[src/rtl/alu_mc.sv]
// Multi-cycle ALU. Logic and add ops finish in one cycle. Shifts move the operand
// one bit per cycle, driven by a down-counter.
module alu_mc #(
  parameter int WIDTH = 16,
  parameter int CNT_W = $clog2(WIDTH)
) (
  input  logic             clk,
  input  logic             rst_n,
  input  logic             in_valid,
  output logic             in_ready,
  input  logic [WIDTH-1:0] A,
  input  logic [WIDTH-1:0] B,
  input  logic             Cin,
  input  logic [2:0]       Op,
  input  logic             invA,
  input  logic             invB,
  input  logic             sign,
  output logic             out_valid,
  input  logic             out_ready,
  output logic [WIDTH-1:0] Out,
  output logic             Ofl,
  output logic             Cout,
  output logic             Z,
  output logic             N,
  output logic             P
);

  // state | meaning
  // IDLE  | no result held, ready for a request
  // SHIFT | shift in progress, one bit per cycle, cnt_q bits remaining
  // DONE  | result and flags valid, waiting for out_ready
  typedef enum logic [1:0] {IDLE, SHIFT, DONE} state_t;

  localparam logic [CNT_W-1:0] CNT_ONE = 1;

  state_t           state_q;
  logic [WIDTH-1:0] res_q;
  logic             ofl_q;
  logic             cout_q;
  logic [CNT_W-1:0] cnt_q;
  logic [1:0]       sop_q;

  logic [WIDTH-1:0] op_a;
  logic [WIDTH-1:0] op_b;
  logic [WIDTH:0]   sum;
  logic [WIDTH-1:0] res_d;
  logic             ofl_d;
  logic             cout_d;
  logic [CNT_W-1:0] cnt_d;
  logic [WIDTH-1:0] shifted;
  logic             accept;

  assign in_ready  = (state_q == IDLE) | ((state_q == DONE) & out_ready);
  assign out_valid = (state_q == DONE);
  assign accept    = in_valid & in_ready;

  assign Out  = res_q;
  assign Ofl  = ofl_q;
  assign Cout = cout_q;
  assign Z    = (res_q == '0);
  assign N    = res_q[WIDTH-1];
  assign P    = ~Z & ~N;

  always_comb begin
    op_a   = invA ? ~A : A;
    op_b   = invB ? ~B : B;
    sum    = {1'b0, op_a} + {1'b0, op_b} + {{WIDTH{1'b0}}, Cin};
    cnt_d  = op_b[CNT_W-1:0];
    res_d  = op_a;
    ofl_d  = 1'b0;
    cout_d = 1'b0;
    case (Op)
      3'b100: begin
        res_d  = sum[WIDTH-1:0];
        cout_d = sum[WIDTH];
        ofl_d  = sign ? ((op_a[WIDTH-1] == op_b[WIDTH-1]) && (sum[WIDTH-1] != op_a[WIDTH-1]))
                      : sum[WIDTH];
      end
      3'b101:  res_d = op_a | op_b;
      3'b110:  res_d = op_a ^ op_b;
      3'b111:  res_d = op_a & op_b;
      default: res_d = op_a;  // shifts start from the unshifted operand
    endcase
  end

  always_comb begin
    shifted = res_q;
    case (sop_q)
      2'b00:   shifted = {res_q[WIDTH-2:0], res_q[WIDTH-1]};
      2'b01:   shifted = {res_q[WIDTH-2:0], 1'b0};
      2'b10:   shifted = {res_q[0], res_q[WIDTH-1:1]};
      default: shifted = {res_q[WIDTH-1], res_q[WIDTH-1:1]};
    endcase
  end

  always_ff @(posedge clk or negedge rst_n) begin
    if (!rst_n) begin
      state_q <= IDLE;
      res_q   <= '0;
      ofl_q   <= 1'b0;
      cout_q  <= 1'b0;
      cnt_q   <= '0;
      sop_q   <= 2'b00;
    end else begin
      case (state_q)
        SHIFT: begin
          res_q <= shifted;
          cnt_q <= cnt_q - CNT_ONE;
          if (cnt_q == CNT_ONE) state_q <= DONE;
        end
        DONE: if (out_ready) state_q <= IDLE;
        default: ;
      endcase
      // Acceptance in DONE overrides the return to IDLE, giving back-to-back issue.
      if (accept) begin
        sop_q  <= Op[1:0];
        res_q  <= res_d;
        ofl_q  <= ofl_d;
        cout_q <= cout_d;
        if (Op[2] || (cnt_d == '0)) begin
          cnt_q   <= '0;
          state_q <= DONE;
        end else begin
          cnt_q   <= cnt_d;
          state_q <= SHIFT;
        end
      end
    end
  end

endmodule
[config.mk]
export PLATFORM = sky130hd
export DESIGN_NAME = alu_mc
export DESIGN_NICKNAME = d
export VERILOG_FILES = /design/src/rtl/alu_mc.sv
export SDC_FILE = /design/constraint.sdc
export NUM_CORES = 1
export LEC_CHECK = 0
export ABC_AREA = 1
export CAP_MARGIN = 20
export CORE_MARGIN = 5
export CORE_UTILIZATION = 59
export CTS_BUF_LIST = sky130_fd_sc_hd__clkbuf_16
export DETAILED_ROUTE_END_ITERATION = 8
export PLACE_DENSITY = 0.85
export RECOVER_POWER = 50
export SLEW_MARGIN = 20
export SYNTH_ARGS = -nofsm -noshare
export SYNTH_HDL_FRONTEND = slang
export SYNTH_SLANG_ARGS = --single-unit
[constraint.sdc]
create_clock -name clk -period 5.33 [get_ports clk]
set_clock_uncertainty 0.05 [all_clocks]
set_input_delay 1.066 -clock clk [delete_from_list [all_inputs] [get_ports clk]]
set_output_delay 1.066 -clock clk [all_outputs]
set_load 0.1 [all_outputs]
==> flow_metrics.py, run 1 <==
metrics = {
    "run_status": {
        "status": "finished, violations left",
        "violations": "capacitance limit, slew limit",
    },
    "sta": {
        "worstMarginPinSlew_ps": 1690,
        "final-setup-viol-count": 0,
        "setup-tns-final_ps": 0,
        "whs_ps": 429,
        "rsz0062_at_grt": "no",
        "timing.fmax_mhz": 223,
        "fin_crit_ps": 4480,
        "worst_slack_ps": 845,
        "relSlewSlack": -0.129,
        "post-route-period-util": 0.841,
        "drv_slew": 37,
        "finalHoldViolCount": 0,
    },
    "logic_synthesis": {
        "yosys.area_share.simple": 0.279,
        "synthArstFlopShare": 1.00,
        "synth-compound-area-share": 0.225,
        "synth_mux_area_frac": 0,
        "synth_edf_count": 0,
        "synth_largest_area_cell": "dfrtp_1",
        "synth_top_flop_cell": "dfrtp_1",
        "yosys.area_share.adder": 0.130,
        "yosys-top-cells-area": "dfrtp_1 17%, ha_1 12%, nand2_1 9.2%",
        "synth_nets": 642,
        "synth_xor_area_frac": 0.0735,
        "ys_top_cells_by_count": "93 x nand2_1, 88 x inv_1, 39 x o21ai_0, 38 x ha_1, 38 x nor2_1",
        "avgSynthCellArea_um2": 6.81,
        "synth_area_um2": 3810,
        "synth.ff_latch_count": 26,
        "yosysMostFrequentCell": "nand2_1",
        "synth.top_cell.area_share": 0.171,
        "ys_seq_area_frac": 0.171,
        "ys_types": 48,
        "postSynthCellCount": 560,
        "yosys_warnings": 0,
        "synth_top_family_by_area": "simple AND/OR/NAND/NOR gates",
    },
    "global_route": {
        "grt_util_all_layers": 0.257,
        "grt_max_degree": 37,
        "grt_pass1_wl_um": 17800,
        "antenna_found_initial": 0,
        "overflow": 0,
        "grt_pass1_vias": 3906,
    },
    "critical_path": {
        "critPathMaxFanout": 36,
        "end_kind": "flop",
        "cp.required_ps": 5430,
        "worstSetupPathType": "input pin to flop",
        "worstSetupStartpointType": "input pin",
        "crit_arrival_ps": 4580,
    },
    "route": {
        "via_per_inst": 5.85,
        "wl_um": 10700,
        "post-route-drc-count": 0,
        "num_vias": 4025,
        "first_iter_violations": 314,
        "wire_per_inst_um": 15.5,
        "postRouteAntennaNets": 0,
        "first_pass_iters": 5,
    },
    "cts": {
        "cts_resized": 0,
        "cts_max_level": 1,
        "clock_latency_ps": 270,
        "numCtsBuffers": 3,
        "cts_sinks": 26,
        "cts.clk_slew.worst_paths_ps": 60,
        "postCtsSetupBuffers": 0,
        "cts_tree": "yes",
        "clockBufferDepth": 2,
        "clockRootBuffer": "clkbuf_16",
        "holdBufCountCts": 0,
    },
    "final_layout": {
        "layout-drive-gt1-share": 0.0917,
        "area_delta_synth_final_pct": 18.8,
        "fin_nets": 694,
        "n_antenna_cell": 0,
        "stdcell_area_um2": 4530,
    },
    "flow_run": {
        "drv_cap": 1,
    },
    "placed_design": {
        "place.gp.congestion": 0.981,
        "placed_area_um2": 4460,
        "pre_cts_ws_ps": 939,
        "dp_hpwl_um": 8240,
        "port_buffers": 65,
    },
    "power": {
        "cellLeakagePower_nw": 2.15,
        "power_density_nw_per_um2": 512,
        "ir_worst_vdd_uv": 535,
    },
    "floorplan": {
        "pin_count": 66,
        "die_x_um": 90.4,
        "fp-row-count": 29,
        "start_util": 0.604,
        "die-area_um2": 8170,
        "dieHeight_um": 90.4,
        "coreArea_um2": 6310,
    },
    "min_path": {
        "holdCritPathClass": "flop to flop",
    },
}
[cell type report]
type	instances	area (µm²)
repair buffers	67	656
clock buffers	3	75.1
multi-input cells	421	2700
fillers	539	1780
well taps	77	96.3
inverters	93	352
flip-flops and latches	26	651
clock inverters	1	3.75
[cells in the final DEF, fill, tap and decap left out, types with 2 or more instances in the layout]
cell	n
xor2_1	2
clkbuf_1	2
ha_1	38
a211oi_1	7
a21oi_1	37
a31oi_1	3
nand2_4	14
a221oi_1	3
nor3_1	9
nor2_2	3
o211ai_1	4
o21bai_1	4
a21oi_2	9
o21ai_1	4
inv_2	4
dfrtp_1	26
nand2_2	12
nand3_1	27
dlygate4sd3_1	11
clkdlybuf4s50_1	53
xnor2_1	30
o31ai_1	3
inv_1	88
o221ai_1	4
nand3_2	4
nand2_1	93
nor3_4	2
o22ai_1	9
a22oi_1	2
nand4_1	2
nor4_1	5
nor2_1	38
o21ai_0	39
o32ai_1	3
clkbuf_16	3
[metal layers]
metal  vias to the layer above  global-route usage  share of wire
met4                         0               0.110          0.020
li1                       1958                   -              -
met2                       214               0.423           0.47
met3                        24              0.0442           0.10
met1                      1829               0.330           0.41
met5                         -                   0              0
[cell families (layout without fill, tap and decap cells)]
family	count (synthesis)	count (layout)
flops	26	26
simple gates	212	212
fa+ha+maj	39	39
compound gates	138	138
buf+inv	113	164
xor+xnor	32	32
[critical path, cell delays in order]
cell	delay (ps)
dlygate4sd3_1	530
inv_1	80
a21oi_1	90
nand2_2	60
clkbuf_1	1210
nand2_1	930
o21a_1	440
nand3_1	70
o21ai_0	80
[power by group]
part / internal [W] / total [W] / switching, W / leakage (nW)
combinational: 0.000480 / 0.00174 / 0.00126 / 1.80
sequential: 0.000298 / 0.000406 / 0.000109 / 0.313
clock: 0.000101 / 0.000171 / 0.0000701 / 0.0385
total: 0.000878 / 0.00232 / 0.00144 / 2.15
[through the flow]
stage,cells,util,power [W]
floorplan,560,-,0.00175
global placement,684,0.706,0.00210
detailed placement,684,0.706,0.00214
CTS,688,0.719,0.00232
global route,688,0.718,0.00248
finish,688,0.718,0.00232
[state kept, by name (all words and copies together), names as in the netlist]
register / count
sop_q: 2
Out: 16
Cout: 1
Ofl: 1
state_q: 2
cnt_q: 4
[worst paths after layout]
kind / startpoint / endpoint / slack, ps / cells after the start
max: out_ready / state_q[1] / 850 / 9
max reg2reg: state_q[0] / state_q[1] / 1880 / 7
max in group asynchronous: rst_n / Out[12] / 2780 / 2
min reg2reg: Ofl / Ofl / 430 / 2
min in group asynchronous: rst_n / cnt_q[2] / 1610 / 2
min: Ofl / Ofl / 430 / 2
Power figures use the tool's default switching activity.
==> run 2: changes to the inputs <==
--- a/config.mk
+++ b/config.mk
@@ -8,10 +8,10 @@
 export ABC_AREA = 1
 export CAP_MARGIN = 20
 export CORE_MARGIN = 5
-export CORE_UTILIZATION = 59
+export CORE_UTILIZATION = 50
 export CTS_BUF_LIST = sky130_fd_sc_hd__clkbuf_16
 export DETAILED_ROUTE_END_ITERATION = 8
-export PLACE_DENSITY = 0.85
+export PLACE_DENSITY = 0.76
 export RECOVER_POWER = 50
 export SLEW_MARGIN = 20
 export SYNTH_ARGS = -nofsm -noshare
==> constraint.sdc (replaced) <==
create_clock -name clk -period 4 [get_ports clk]
set_clock_uncertainty 0.05 [all_clocks]
set_input_delay 0.8 -clock clk [delete_from_list [all_inputs] [get_ports clk]]
set_output_delay 0.8 -clock clk [all_outputs]
set_load 0.1 [all_outputs]
==> run 2 against run 1 <==
  * The flow still finishes with violations (capacitance limit, slew limit)
  * Clock-buffer cell count unchanged
  * Via count down 1.9%
  * Global-route usage down 3.4 points
  * Cell count up 3.9%
  * Core utilization down 9.1 points
  * Setup slack worse by 250 ps
  * Wire length up 1.6%
  * Cell area up 1.4%
  * Hold slack better by 22 ps
  * Clock power up 29%
  * Critical endpoint is now Out[0]
==> flow_metrics.py, run 2 (synthesized netlist as in run 1, its figures left out) <==
metrics = {
    "run_status": {
        "status": "finished, violations left",
        "violations": "capacitance limit, slew limit",
    },
    "cts": {
        "postCtsSetupBuffers": 0,
        "cts_resized": 0,
        "clockRootBuffer": "clkbuf_16",
        "cts_sinks": 26,
        "cts_max_level": 1,
        "numCtsBuffers": 3,
        "cts_tree": "yes",
        "holdBufCountCts": 0,
        "clock_latency_ps": 260,
        "clockBufferDepth": 2,
        "cts.clk_slew.worst_paths_ps": 60,
    },
    "critical_path": {
        "max_stage_delay_ps": 1130,
        "worstSetupPathType": "input pin to flop",
        "cpMostUsedCell": "a21oi_1",
        "path_cells": "clkdlybuf4s50_1 > inv_1 > a21oi_1 > nand2_2 > clkbuf_1 > inv_1 > o22ai_1 > a21oi_1 > a21oi_1",
        "cp.required_ps": 4140,
        "end_kind": "flop",
        "crit_family": "buffers and inverters",
        "critPathMaxFanout": 35,
        "crit_arrival_ps": 3540,
        "critical_path_buf_inv_count": 4,
        "crit_slowest_cell": "clkbuf_1",
        "worstSetupStartpointType": "input pin",
    },
    "floorplan": {
        "die-area_um2": 9470,
        "dieHeight_um": 97.3,
        "coreArea_um2": 7330,
        "fp-row-count": 31,
        "start_util": 0.520,
        "die_x_um": 97.3,
        "pin_count": 66,
    },
    "flow_run": {
        "drv_cap": 1,
    },
    "sta": {
        "rsz0062_at_grt": "no",
        "worstMarginPinSlew_ps": 1570,
        "setup-tns-final_ps": 0,
        "fin_crit_ps": 3400,
        "post-route-period-util": 0.851,
        "finalHoldViolCount": 0,
        "final-setup-viol-count": 0,
        "timing.fmax_mhz": 294,
        "drv_slew": 36,
        "relSlewSlack": -0.0450,
    },
    "route": {
        "route.met3.wl_um": 678,
        "maxUsedRoutingLayer": "met4",
        "dr_wl_met2_um": 5050,
        "via_per_inst": 5.52,
        "wl_um": 10800,
        "first_pass_iters": 5,
        "wire_per_inst_um": 15.2,
        "first_iter_violations": 226,
        "postRouteAntennaNets": 0,
        "num_vias": 3947,
        "wl_met1_um": 4880,
        "post-route-drc-count": 0,
    },
    "global_route": {
        "antenna_found_initial": 0,
        "grt_util_all_layers": 0.224,
        "grt_pass1_vias": 3748,
        "overflow": 0,
        "grt_pass1_wl_um": 17800,
        "grt_max_degree": 36,
    },
    "placed_design": {
        "dp_hpwl_um": 8610,
        "placed_area_um2": 4530,
        "placed_cells": 712,
        "port_buffers": 65,
        "place.gp.congestion": 0.916,
    },
    "power": {
        "cellLeakagePower_nw": 2.17,
        "total_power_w": 0.00310,
        "power_density_nw_per_um2": 674,
        "ir_worst_vdd_uv": 239,
    },
    "final_layout": {
        "final_cell_mix": "93 x nand2_1, 88 x inv_1, 60 x clkdlybuf4s50_1, 39 x o21ai_0",
        "largest_reg_flops": 16,
        "n_antenna_cell": 0,
        "stdcell_area_um2": 4590,
        "area_delta_synth_final_pct": 20.4,
        "layout-drive-gt1-share": 0.101,
        "final_cell_count_no_fill": 715,
        "fin_nets": 700,
        "layout_commonest_cell": "nand2_1",
    },
    "min_path": {
        "holdCritPathClass": "flop to flop",
    },
}
-- run 2: tightest hold or removal path, stage by stage (launching register included) --
cell	delay (ps)
dfrtp_1	360
nand2_1	70
o21ai_2	50
-- run 2: report_power, final --
| part | switching, W | total, W | internal [W] |
|---|---|---|---|
| combinational | 0.00168 | 0.00233 | 0.000658 |
| sequential | 0.000145 | 0.000541 | 0.000397 |
| clock | 0.0000880 | 0.000220 | 0.000132 |
-- run 2: area by class of cell --
type	instances	area, µm²
clock buffers	3	75.1
well taps	99	124
flip-flops and latches	26	651
fillers	696	2740
repair buffers	73	694
multi-input cells	421	2700
inverters	93	352
-- run 2: path summary, 6_finish.rpt --
path                              end  slack, ps  startpoint  depth (start not counted)
min                               Ofl        450         Ofl                          2
max in group asynchronous      Out[8]       1700       rst_n                          2
max                            Out[0]        600   out_ready                          9
min in group asynchronous  state_q[0]       1350       rst_n                          2
max reg2reg                    Out[0]       1220  state_q[0]                          7
min reg2reg                       Ofl        450         Ofl                          2
-- run 2: layer usage --
| metal | vias to the layer above | GRT usage |
|---|---|---|
| met2 | 148 | 0.374 |
| met1 | 1817 | 0.295 |
| met3 | 22 | 0.0309 |
| li1 | 1960 | - |
| met4 | 0 | 0.0788 |
| met5 | - | 0 |
-- run 2: stage by stage --
| step | setup slack (ps) | hold slack (ps) | utilization |
|---|---|---|---|
| CTS | 771 | 473 | 0.628 |
| detailed placement | 503 | 454 | 0.618 |
| finish | 595 | 452 | 0.627 |
| global placement | 569 | 449 | 0.618 |
| global route | 421 | 489 | 0.627 |
| floorplan | 347 | 433 | - |
==> run 3: changes to the inputs <==
--- a/config.mk
+++ b/config.mk
@@ -7,11 +7,13 @@
 export LEC_CHECK = 0
 export ABC_AREA = 1
 export CAP_MARGIN = 20
+export CELL_PAD_IN_SITES_DETAIL_PLACEMENT = 0
+export CELL_PAD_IN_SITES_GLOBAL_PLACEMENT = 1
 export CORE_MARGIN = 5
-export CORE_UTILIZATION = 50
+export CORE_UTILIZATION = 35
 export CTS_BUF_LIST = sky130_fd_sc_hd__clkbuf_16
 export DETAILED_ROUTE_END_ITERATION = 8
-export PLACE_DENSITY = 0.76
+export PLACE_DENSITY = 0.75
 export RECOVER_POWER = 50
 export SLEW_MARGIN = 20
 export SYNTH_ARGS = -nofsm -noshare
==> run 3 against run 2 <==
  * The run still ends with capacitance limit, slew limit left
  * Clock-buffer cell count unchanged
  * Sequential cell count unchanged
  * Die area increased by 38%
  * Via count decreased by 2.1%
  * Total power increased by 0.69%
  * Global-route usage decreased by 4.4 points
  * Hold slack got worse by 22 ps
  * Register-to-register slack got worse by 60 ps
  * Non-clock buffer count increased by 2
==> flow_metrics.py, run 3 (synthesized netlist as in run 1, its figures left out) <==
metrics = {
    "run_status": {
        "violations": "capacitance limit, slew limit",
        "status": "finished, violations left",
    },
    "floorplan": {
        "fp-row-count": 38,
        "die-area_um2": 13100,
        "pin_count": 66,
        "die_x_um": 114,
        "start_util": 0.355,
        "coreArea_um2": 10700,
        "dieHeight_um": 114,
    },
    "power": {
        "power_frac_clock": 0.073,
        "power_density_nw_per_um2": 667,
        "switching_share": 0.617,
        "p_sw_w": 0.00192,
        "p_int_w": 0.00119,
        "seqPwrFrac": 0.174,
        "cellLeakagePower_nw": 2.19,
        "ir_worst_vdd_uv": 604,
        "combPwrFrac": 0.752,
    },
    "critical_path": {
        "crit_arrival_ps": 3540,
        "cp.required_ps": 4080,
        "end_kind": "flop",
        "critPathMaxFanout": 35,
        "worstSetupPathType": "input pin to flop",
        "worstSetupStartpointType": "input pin",
    },
    "cts": {
        "numCtsBuffers": 3,
        "cts_sinks": 26,
        "postCtsSetupBuffers": 0,
        "cts_tree": "yes",
        "clockRootBuffer": "clkbuf_16",
        "cts.clk_slew.worst_paths_ps": 60,
        "clock_latency_ps": 260,
        "clockBufferDepth": 2,
        "holdBufCountCts": 0,
        "cts_max_level": 1,
        "cts_resized": 0,
    },
    "final_layout": {
        "n_antenna_cell": 0,
        "area_delta_synth_final_pct": 22.6,
        "layout_commonest_cell": "nand2_1",
        "final_cell_mix": "93 x nand2_1, 88 x inv_1, 60 x clkdlybuf4s50_1, 39 x o21ai_0",
        "largest_reg_flops": 16,
        "layout-drive-gt1-share": 0.103,
        "fin_nets": 702,
    },
    "route": {
        "postRouteAntennaNets": 0,
        "wl_um": 11700,
        "wire_per_inst_um": 15.4,
        "first_pass_iters": 4,
        "num_vias": 3864,
        "first_iter_violations": 231,
        "post-route-drc-count": 0,
        "via_per_inst": 5.09,
    },
    "global_route": {
        "grt_pass1_wl_um": 19100,
        "overflow": 0,
        "grt_pass1_vias": 3858,
        "antenna_found_initial": 0,
        "grt_util_all_layers": 0.179,
        "grt_max_degree": 36,
    },
    "sta": {
        "finalHoldViolCount": 0,
        "post-route-period-util": 0.864,
        "worstMarginPinSlew_ps": 1670,
        "fin_crit_ps": 3460,
        "setup-tns-final_ps": 0,
        "drv_slew": 36,
        "whs_ps": 429,
        "timing.fmax_mhz": 289,
        "rsz0062_at_grt": "no",
        "relSlewSlack": -0.116,
        "final-setup-viol-count": 0,
    },
    "placed_design": {
        "port_buffers": 65,
        "dp_hpwl_um": 9220,
        "place.gp.congestion": 0.895,
    },
    "flow_run": {
        "drv_cap": 1,
    },
    "min_path": {
        "holdCritPathClass": "flop to flop",
    },
}
[run 3: cell count changes in the layout (fill, tap and decap cells not counted), sizes merged]
cell,previous run,this run
clkinv,0,1
buf,7,9
[run 3: power by group through the flow]
stage | logic (W) | registers (W) | clock network, W
2_1_floorplan | 0.00120 | 0.00113 | 0
3_3_place_gp | 0.00233 | 0.000545 | 0
3_5_place_dp | 0.00234 | 0.000550 | 0
4_1_cts | 0.00235 | 0.000546 | 0.000233
5_1_grt | 0.00253 | 0.000567 | 0.000242
6_report | 0.00234 | 0.000544 | 0.000229
[run 3: area by class of cell]
cell class | count | area, µm²
Clock inverter | 1 | 3.75
Tap cell | 140 | 175
Fill cell | 1167 | 6070
Timing Repair Buffer | 75 | 722
Clock buffer | 3 | 75.1
Multi-Input combinational cell | 421 | 2700
Sequential cell | 26 | 651
Inverter | 93 | 352
[run 3: critical path: stages]
cell and delay [ps]:
clkdlybuf4s50_1 400, inv_1 70, a21oi_1 80, nand2_2 70, clkbuf_1 1200, inv_1 450
o211ai_1 330, a21oi_1 110
[run 3: per-layer routing]
| metal | track usage | part of all wire | vias up |
|---|---|---|---|
| li1 | - | - | 1973 |
| met1 | 0.250 | 0.46 | 1794 |
| met2 | 0.306 | 0.47 | 91 |
| met3 | 0.0106 | 0.053 | 6 |
| met4 | 0.0364 | 0.010 | 0 |
| met5 | 0 | 0 | - |
[run 3: through the flow]
stage	util	std cells	setup slack [ps]	instance area, µm²	total power [W]
floorplan	-	560	347	3820	0.00233
global placement	0.429	755	483	4610	0.00287
detailed placement	0.429	755	490	4610	0.00289
CTS	0.436	759	761	4690	0.00313
global route	0.435	759	321	4680	0.00334
finish	0.435	759	545	4680	0.00312
[run 3: worst paths after layout]
path / start / to / slack, ps / cells past startpoint
max in group asynchronous: rst_n / Out[9] / 1680 / 2
worst min register to register: Ofl / Ofl / 430 / 2
worst max register to register: state_q[0] / Out[7] / 1160 / 6
worst min-delay path: Ofl / Ofl / 430 / 2
min in group asynchronous: rst_n / state_q[1] / 1350 / 2
worst max-delay path: out_ready / Out[7] / 540 / 8
==> patch: new RTL, settings of run 2 <==
Re-encode `state_t` (3 states) as one-hot, 3 bits wide.
--- a/src/rtl/alu_mc.sv
+++ b/src/rtl/alu_mc.sv
@@ -31,3 +31,3 @@
   // DONE  | result and flags valid, waiting for out_ready
-  typedef enum logic [1:0] {IDLE, SHIFT, DONE} state_t;
+  typedef enum logic [2:0] {IDLE = 3'b001, SHIFT = 3'b010, DONE = 3'b100} state_t;
 
Behaviour: same outputs for any inputs over 10 cycles, from zero or initial values and one cycle with rst_n low; not proved beyond that.
==> patch against run 2 <==
  * Clock power rose by 5%
  * Sequential cell count up 1
  * Worst setup slack worse by 0.030 ns
  * First-iteration DRC count rose by 45%
  * Area after synthesis down 4.3%
  * Total power shrank 2.9%
  * Final area is 3.6% lower
  * Count of clock-buffer cells in the layout stayed put
  * Synthesized cell count is 0.71% lower
  * Routed wire length grew 0.64%
  * Register-to-register slack got worse by 0.14 ns
  * Critical path type unchanged
  * Highest routed layer unchanged
==> patch: results (changes against run 2) <==
status - completed (was complete, but fails checks)
logic gate share of total power - 0.735 (was 0.754)
switching fraction of total power - 0.610 (was 0.617)
r2r startpoint - state_q[1] (was state_q[0])
Worst Reg-to-Reg Cells - 8 (was 7)
pin count of the biggest net entering global routing - 37 (was 36)
GPL Wtd Cong - 0.995 (was 0.916)
share of cells above drive strength 1 - 0.0438 (was 0.101)
Seq pwr share - 0.188 (was 0.175)
number of flip-flops in the largest register - 16 (unchanged)
DP HPWL - 8630 um (was 8610 um)
grt met3 use - 0.0245 (was 0.0309)
WHS - 0.437 ns (was 0.452 ns)
DR WL met2 - 4910 um (was 5050 um)
CTS Buf Count - 3 (unchanged)
M1 GR Usage - 0.361 (was 0.295)
Worst Path Max Fanout - 13 (was 35)
Skew-Pair Late Insertion Delay - 0.27 ns
syn nets - 638 (was 642)
WL/cell - 15.3 um (was 15.2 um)
first-pass GRT wire length - 18,200 um (was 17,800 um)
power density cells - 679 mW/mm^2 (was 674 mW/mm^2)
slowest stage delay, CP - 0.61 ns (was 1.13 ns)
register area share after synthesis - 0.186 (was 0.171)
DR WL met3 - 818 um (was 678 um)
Least-Margin Pin Slew - 1.48 ns (was 1.57 ns)
Worst IR Drop VDD - 239 uV (about the same)
Clock Pin Slew Worst Setup and Hold Paths - 0.06 ns (about the same)
synth cell count leaders - 115 x nand2_1, 88 x inv_1, 49 x nand3_1, 40 x o21ai_0, 38 x ha_1 (was 93 x nand2_1, 88 x inv_1, 39 x o21ai_0, 38 x ha_1, 38 x nor2_1)
Iter 0 DRT Violations - 327 (was 226)
top layer in use - met4 (unchanged)
post_cts resized - 0 (unchanged)
Final min period - 3.43 ns (was 3.40 ns)
Root Buffer - clkbuf_16 (unchanged)
Post-synth ARST share - 1.00 (unchanged)
YS warnings - 0 (unchanged)
top area cells in the synthesized netlist - dfrtp_1 18%, ha_1 13%, nand2_1 12% (was dfrtp_1 17%, ha_1 12%, nand2_1 9.2%)
Yosys cell types - 46 (was 48)
static leakage - 0.00210 uW (was 0.00217 uW)
number of global-route vias before repair - 3,780 (was 3,748)
Avg Vias per Cell - 5.57 (was 5.52)
NumNets Final - 699 (was 700)
initial antenna violation count - 0 (unchanged)
slowest stage cell, crit path - clkdlybuf4s50_1 (was clkbuf_1)
diode count - 0 (unchanged)
# H-tree levels - 1 (unchanged)
Worst Path Arrival - 3.58 ns (was 3.54 ns)
reg2reg end - cnt_q[1] (was Out[0])
Setup WS pre-CTS - 0.322 ns (was 0.503 ns)
worst setup path end - Out[15] (was Out[0])
First-pass DRT Iterations - 5 (unchanged)
Min-Delay Endpoint - Ofl (unchanged)
met2 usage - 0.397 (was 0.374)
Worst Setup SP - invB (was out_ready)
Routed met1 length - 5020 um (was 4880 um)
Clock Tree Buf Depth - 2 (unchanged)
Total GRT Usage - 0.249 (was 0.224)
reg2reg setup slack - 1.08 ns (was 1.22 ns)
patch: per-stage QoR:
step           utilization  instances  cell area (sq um)
2_1_floorplan            -        556               3650
3_3_place_gp         0.610        711               4380
3_5_place_dp         0.610        711               4380
4_1_cts              0.621        715               4460
5_1_grt              0.617        715               4430
6_report             0.617        715               4430
patch: layout make-up:
| cell class | instances | area [sq um] |
|---|---|---|
| Clock inverter | 1 | 5.00 |
| Fill cell | 705 | 2750 |
| Sequential cell | 27 | 677 |
| Clock buffer | 3 | 75.1 |
| Timing Repair Buffer | 76 | 721 |
| Multi-Input combinational cell | 418 | 2480 |
| Tap cell | 99 | 124 |
| Inverter | 91 | 342 |
patch: logic make-up after synthesis:
| kind of cell | share of synthesized area |
|---|---|
| adders and majority gates | 0.136 |
| xor gates and xnor gates | 0.0768 |
| DFF | 0.186 |
| and+or+nand+nor | 0.260 |
| buffers and inverters | 0.128 |
| AOI/OAI and AO/OA | 0.213 |
